File: src/rtl/sample_stream_bridge.sv
// Decimates the sine sample stream to one capture every DIV enabled clocks and buffers it in a FWFT FIFO for the FIR.
// Define OVF_COUNT_EN to add the 16-bit saturating ovf_count port alongside the sticky overflow flag.
module sample_stream_bridge #(
  parameter int DATA_W = 24,
  parameter int DEPTH  = 8,
  parameter int DIV    = 4
) (
  input  logic                     clk,
  input  logic                     rst_n,
  input  logic                     en,
  input  logic                     clr_ovf,
  input  logic [DATA_W-1:0]        sample_in,
  output logic [DATA_W-1:0]        out_data,
  output logic                     out_valid,
  input  logic                     out_ready,
  output logic                     sample_tick,
  output logic [$clog2(DEPTH):0]   level,
  output logic                     overflow
`ifdef OVF_COUNT_EN
  ,
  output logic [15:0]              ovf_count
`endif
);

  localparam int AW = $clog2(DEPTH);
  localparam int LW = AW + 1;
  localparam int CW = (DIV > 1) ? $clog2(DIV) : 1;
  localparam logic [CW-1:0] CNT_LAST = CW'(DIV - 1);
  localparam logic [LW-1:0] LEVEL_FULL = LW'(DEPTH);

  logic [CW-1:0]     cnt;
  logic [AW-1:0]     wr_ptr;
  logic [AW-1:0]     rd_ptr;
  logic [DATA_W-1:0] mem [DEPTH];

  logic attempt;
  logic full;
  logic rd;
  logic wr;
  logic drop;

  // Handshake: a sample transfers on every rising edge where out_valid and out_ready are both high;
  // out_valid depends only on occupancy and out_data holds steady until that transfer happens.
  assign out_valid = (level != '0);
  assign out_data  = mem[rd_ptr];
  assign full      = (level == LEVEL_FULL);
  assign attempt   = en && (cnt == CNT_LAST);
  assign rd        = out_valid && out_ready;
  assign wr        = attempt && (!full || rd);
  assign drop      = attempt && full && !rd;

  // Dropping en clears the divider so the next enable always waits a full DIV period.
  always_ff @(posedge clk or negedge rst_n) begin
    if (!rst_n) begin
      cnt <= '0;
    end else if (!en || cnt == CNT_LAST) begin
      cnt <= '0;
    end else begin
      cnt <= cnt + CW'(1);
    end
  end

  always_ff @(posedge clk or negedge rst_n) begin
    if (!rst_n) begin
      for (int i = 0; i < DEPTH; i++) mem[i] <= '0;
    end else if (wr) begin
      mem[wr_ptr] <= sample_in;
    end
  end

  always_ff @(posedge clk or negedge rst_n) begin
    if (!rst_n) begin
      wr_ptr      <= '0;
      rd_ptr      <= '0;
      level       <= '0;
      sample_tick <= 1'b0;
    end else begin
      sample_tick <= attempt;
      if (wr) wr_ptr <= wr_ptr + AW'(1);
      if (rd) rd_ptr <= rd_ptr + AW'(1);
      case ({wr, rd})
        2'b10:   level <= level + LW'(1);
        2'b01:   level <= level - LW'(1);
        default: level <= level;
      endcase
    end
  end

  // A drop on the same edge as clr_ovf still counts, so the flag never hides a fresh loss.
  always_ff @(posedge clk or negedge rst_n) begin
    if (!rst_n) begin
      overflow <= 1'b0;
    end else if (drop) begin
      overflow <= 1'b1;
    end else if (clr_ovf) begin
      overflow <= 1'b0;
    end
  end

`ifdef OVF_COUNT_EN
  always_ff @(posedge clk or negedge rst_n) begin
    if (!rst_n) begin
      ovf_count <= '0;
    end else if (drop) begin
      if (clr_ovf)                    ovf_count <= 16'd1;
      else if (ovf_count != 16'hFFFF) ovf_count <= ovf_count + 16'd1;
    end else if (clr_ovf) begin
      ovf_count <= '0;
    end
  end
`endif

endmodule

File: config.mk
export PLATFORM = sky130hd
export DESIGN_NAME = sample_stream_bridge
export DESIGN_NICKNAME = d
export VERILOG_FILES = /design/src/rtl/sample_stream_bridge.sv
export SDC_FILE = /design/constraint.sdc
export NUM_CORES = 1
export LEC_CHECK = 0
export ABC_AREA = 1
export CORE_AREA = 10 10 130 162
export DETAILED_ROUTE_END_ITERATION = 8
export DIE_AREA = 0 0 140 172
export GPL_TIMING_DRIVEN = 1
export HOLD_SLACK_MARGIN = 0.02
export PLACE_DENSITY = 0.75
export SLEW_MARGIN = 15
export SYNTH_ARGS = -nofsm -noshare
export SYNTH_HDL_FRONTEND = slang
export SYNTH_SLANG_ARGS = --single-unit
File: constraint.sdc
create_clock -name clk -period 1.8 [get_ports clk]
set_clock_uncertainty 0.05 [all_clocks]
set_input_delay 0.36 -clock clk [delete_from_list [all_inputs] [get_ports clk]]
set_output_delay 0.36 -clock clk [all_outputs]
set_load 0.02 [all_outputs]
==> load_flow_metrics.sql <==
INSERT INTO impl_metrics (metric_group, metric, value, unit) VALUES
('final_layout', 'fill_cells', '1414', ''),
('yosys', 'seq_area_frac_synth', '55.2', '%'),
('yosys', 'yosys_warnings', '0', ''),
('timing', 'slew_headroom', '68.3', '%'),
('drt', 'num_vias', '8122', ''),
('timing', 'setup-violations-final', '24', ''),
('yosys', 'yosys-top-cells-area', 'dfrtp_1, o21ai_0, nand2_1', ''),
('grt', 'grt_pass1_wl', '40.5', 'mm'),
('power_and_ir_drop', 'pwr_density_cell', '1760', 'mW/mm²'),
('yosys', 'synth_common_cells', 'nand2_1, dfrtp_1, o21ai_0', ''),
('die', 'dieWidth', '140', 'µm'),
('power_and_ir_drop', 'highest_ir_drop_seen_on_vdd', '1.08', 'mV'),
('die', 'dieHeight', '172', 'µm'),
('worst_setup_path', 'start_kind', 'register', ''),
('die', 'rows', '55', ''),
('timing', 'max_clock_freq', '412', 'MHz'),
('timing', 'post-route-period-util', '135', '%'),
('power_and_ir_drop', 'power.static_leakage', '5.51', 'nW'),
('clocking', 'numClockSinks', '206', ''),
('final_layout', 'antenna_cells', '0', ''),
('clocking', 'clk-insertion-delay-late', '0.50', 'ns'),
('drt', 'route.final.wire_length', '25.6', 'mm'),
('worst_setup_path', 'crit_fanout', '8', ''),
('place', 'io_buffer_count', '59', ''),
('drt', 'drt_pass1_iterations', '5', ''),
('timing', 'worst_slew_pin_slew', '0.476', 'ns'),
('grt', 'grt_start_max_net_pins', '55', ''),
('yosys', 'synth_enable_flop_cells', '0', ''),
('clocking', 'clock_tree.buffer_depth', '3', ''),
('yosys', 'postSynthCellCount', '1087', ''),
('final_layout', 'nets', '1234', ''),
('yosys', 'synth_top_area_cell', 'dfrtp_1', ''),
('yosys', 'total_standard_cell_area_after_synthesis', '0.00934', 'mm²'),
('die', 'floorplan.core_area', '0.0179', 'mm²'),
('yosys', 'mappedNetlistNets', '1120', ''),
('place', 'globalplace.congestion', '0.832', ''),
('yosys', 'ys_ff_latch', '206', ''),
('worst_setup_path', 'rrSetupSlack', '0.03', 'ns'),
('yosys', 'postSynth.asyncResetShare', '100', '%'),
('place', 'dp_cells', '1382', ''),
('place', 'half_perimeter_wire_length_after_detailed_placement', '15.0', 'mm'),
('worst_setup_path', 'worst_setup_path_end_kind', 'output port', ''),
('yosys', 'ys_types', '24', ''),
('die', 'floorplan.die_area', '0.0241', 'mm²'),
('min_path', 'hold_path.class', 'in2async', ''),
('yosys', 'synth-main-ff-cell', 'dfrtp_1', ''),
('timing', 'period_needed', '2.42', 'ns'),
('drt', 'drt-wirelength-per-cell', '17.8', 'µm'),
('die', 'initial_core_utilization', '52.2', '%'),
('grt', 'gr-total-overflow', '0', ''),
('worst_setup_path', 'critical_path_class', 'reg2out', ''),
('yosys', 'avgSynthCellArea', '8.59', 'µm²'),
('timing', 'grt_setup_unrepaired', 'yes', ''),
('timing', 'worst_slack', '-0.625', 'ns'),
('yosys', 'most_used_standard_cell_by_instance_count_after_synthesis', 'nand2_1', ''),
('clocking', 'worst_setup_hold_path_clk_slew', '0.07', 'ns'),
('worst_setup_path', 'cp_data_arrival_time', '2.01', 'ns'),
('outcome', 'violated_checks', 'negative setup slack', ''),
('drt', 'drt_iter0_markers', '623', ''),
('final_layout', 'syn2layout_area_growth', '27.6', '%'),
('grt', 'gr-usage-all-layers', '19.9', '%'),
('worst_setup_path', 'worst_ep_required_time', '1.39', 'ns'),
('grt', 'vias_in_the_first_global_route', '7965', ''),
('clocking', 'clock_buffers_created_by_tritoncts', '21', ''),
('outcome', 'run_status', 'complete, but fails checks', ''),
('final_layout', 'final_layout_size_suffix_gt1_share', '21.0', '%'),
('place', 'detailedPlace.worstSlack', '-0.553', 'ns'),
('drt', 'antenna_left', '0', ''),
('clocking', 'ctsRootBufferMaster', 'clkbuf_16', ''),
('clocking', 'tritoncts', 'done', ''),
('grt', 'grt_antenna_before_repair', '0', ''),
('yosys', 'synth_top_area_share', '55.2', '%'),
('job', 'drv_cap', '0', ''),
('die', 'floorplan.io_pins', '60', ''),
('final_layout', 'layout.cells.non_filler', '1442', ''),
('timing', 'final_slew_violations', '0', ''),
('drt', 'detail_route.drc_violations', '0', ''),
('timing', 'timing.final.hold_violations', '0', ''),
('drt', 'viasPerCell', '5.63', ''),
('clocking', 'htreeDepth', '1', '');
-- layout by cell type, fill, tap and decap left out, types with 2 or more instances in the layout --
cell type	instances
inv_1	38
ha_1	3
nand2_2	16
inv_2	3
dlygate4sd2_1	4
clkbuf_8	7
buf_6	14
nor2_2	6
buf_12	17
clkbuf_16	25
clkbuf_2	2
nand4_2	6
o21ai_1	132
nand4_1	5
clkinvlp_4	3
o21ai_0	142
dfrtp_1	203
a31oi_2	24
nor2_1	168
o21ai_2	17
clkinv_2	3
o22ai_1	22
buf_4	88
buf_16	2
buf_8	7
nand3_1	4
o22ai_2	3
nand2_1	201
bufinv_16	3
clkdlybuf4s50_1	27
xor2_1	5
dfrtp_2	3
-- cell families after synthesis --
family | Yosys count | synth area share [%]
flip-flops | 206 | 55.2
AO/OA/AOI/OAI | 341 | 19.3
XOR/XNOR | 5 | 0.469
adder cells (fa/ha/maj) | 4 | 0.536
AND/OR/NAND/NOR | 410 | 17.6
buffers and inverters | 121 | 6.81
-- area by class of cell --
| type | instances | area, µm² | share of cell area [%] |
|---|---|---|---|
| sequential | 206 | 5160 | 43.3 |
| multi-input combinational | 760 | 3800 | 31.9 |
| timing repair buffer | 167 | 1760 | 14.8 |
| clock buffer | 28 | 612 | 5.13 |
| tap | 228 | 285 | 2.39 |
| inverter | 44 | 180 | 1.51 |
| clock inverter | 8 | 123 | 1.03 |
| timing repair inverter | 1 | 5.00 | 0.0420 |
-- sequential cells by signal, summed over array words and instances, names as in the netlist --
signal and cells:
level 4, mem 192, rd_ptr 3, wr_ptr 3
overflow 1, sample_tick 1, cnt 2
-- final timing paths --
path / from / endpoint / cells past startpoint
max: rd_ptr[0] / out_data[21] / 7
min: rst_n / mem[43] / 2
max reg2reg: level[0] / mem[51] / 9
min reg2reg: mem[104] / mem[104] / 2
max in group asynchronous: rst_n / mem[79] / 3
min in group clk: clr_ovf / overflow / 2
-- repair_timing --
action | 4_1_cts | 5_1_grt
hold endpoints to repair | 46 | 0
cloned | 2 | 8
hold buffers | 1 | 0
gates resized for setup | 165 | 90
setup buffers | 2 | 11
endpoints found under the setup margin | 32 | 128
pin swaps | 3 | 32
-- power by group --
| part | internal, mW | switching (mW) |
|---|---|---|
| combinational | 4.27 | 5.21 |
| clock | 2.81 | 1.84 |
| sequential | 5.90 | 0.899 |
| total | 13.0 | 7.95 |
-- per-stage QoR --
step / cell area, µm² / utilization (%) / power (mW) / hold WS (ns) / setup TNS (ns)
finish: 11900 / 66.6 / 20.9 / 0.340 / -13.75
global route: 11900 / 66.6 / 22.2 / 0.391 / -17.03
detailed placement: 10700 / 59.9 / 15.3 / 0.313 / -47.17
floorplan: 9500 / - / 11.8 / 0.0144 / -0.289
global placement: 10700 / 59.9 / 15.1 / 0.313 / -44.93
CTS: 11500 / 64.3 / 20.1 / 0.352 / -12.42
-- routing by layer --
layer,global-route usage [%],wire length [µm],share of wire (%)
met1,25.2,10600,41
met3,3.29,1370,5.4
met2,34.0,13100,51
met4,6.29,585,2.3
met5,0,0,0
-- worst max-delay path: stages (launching register included) --
cell     delay, ns
dfrtp_2       0.53
buf_12        0.20
buf_12        0.14
o21ai_1       0.07
o22ai_1       0.17
nor2_1        0.07
a31oi_2       0.17
buf_4         0.17
Note: power is estimated with default switching activity, not from simulation.
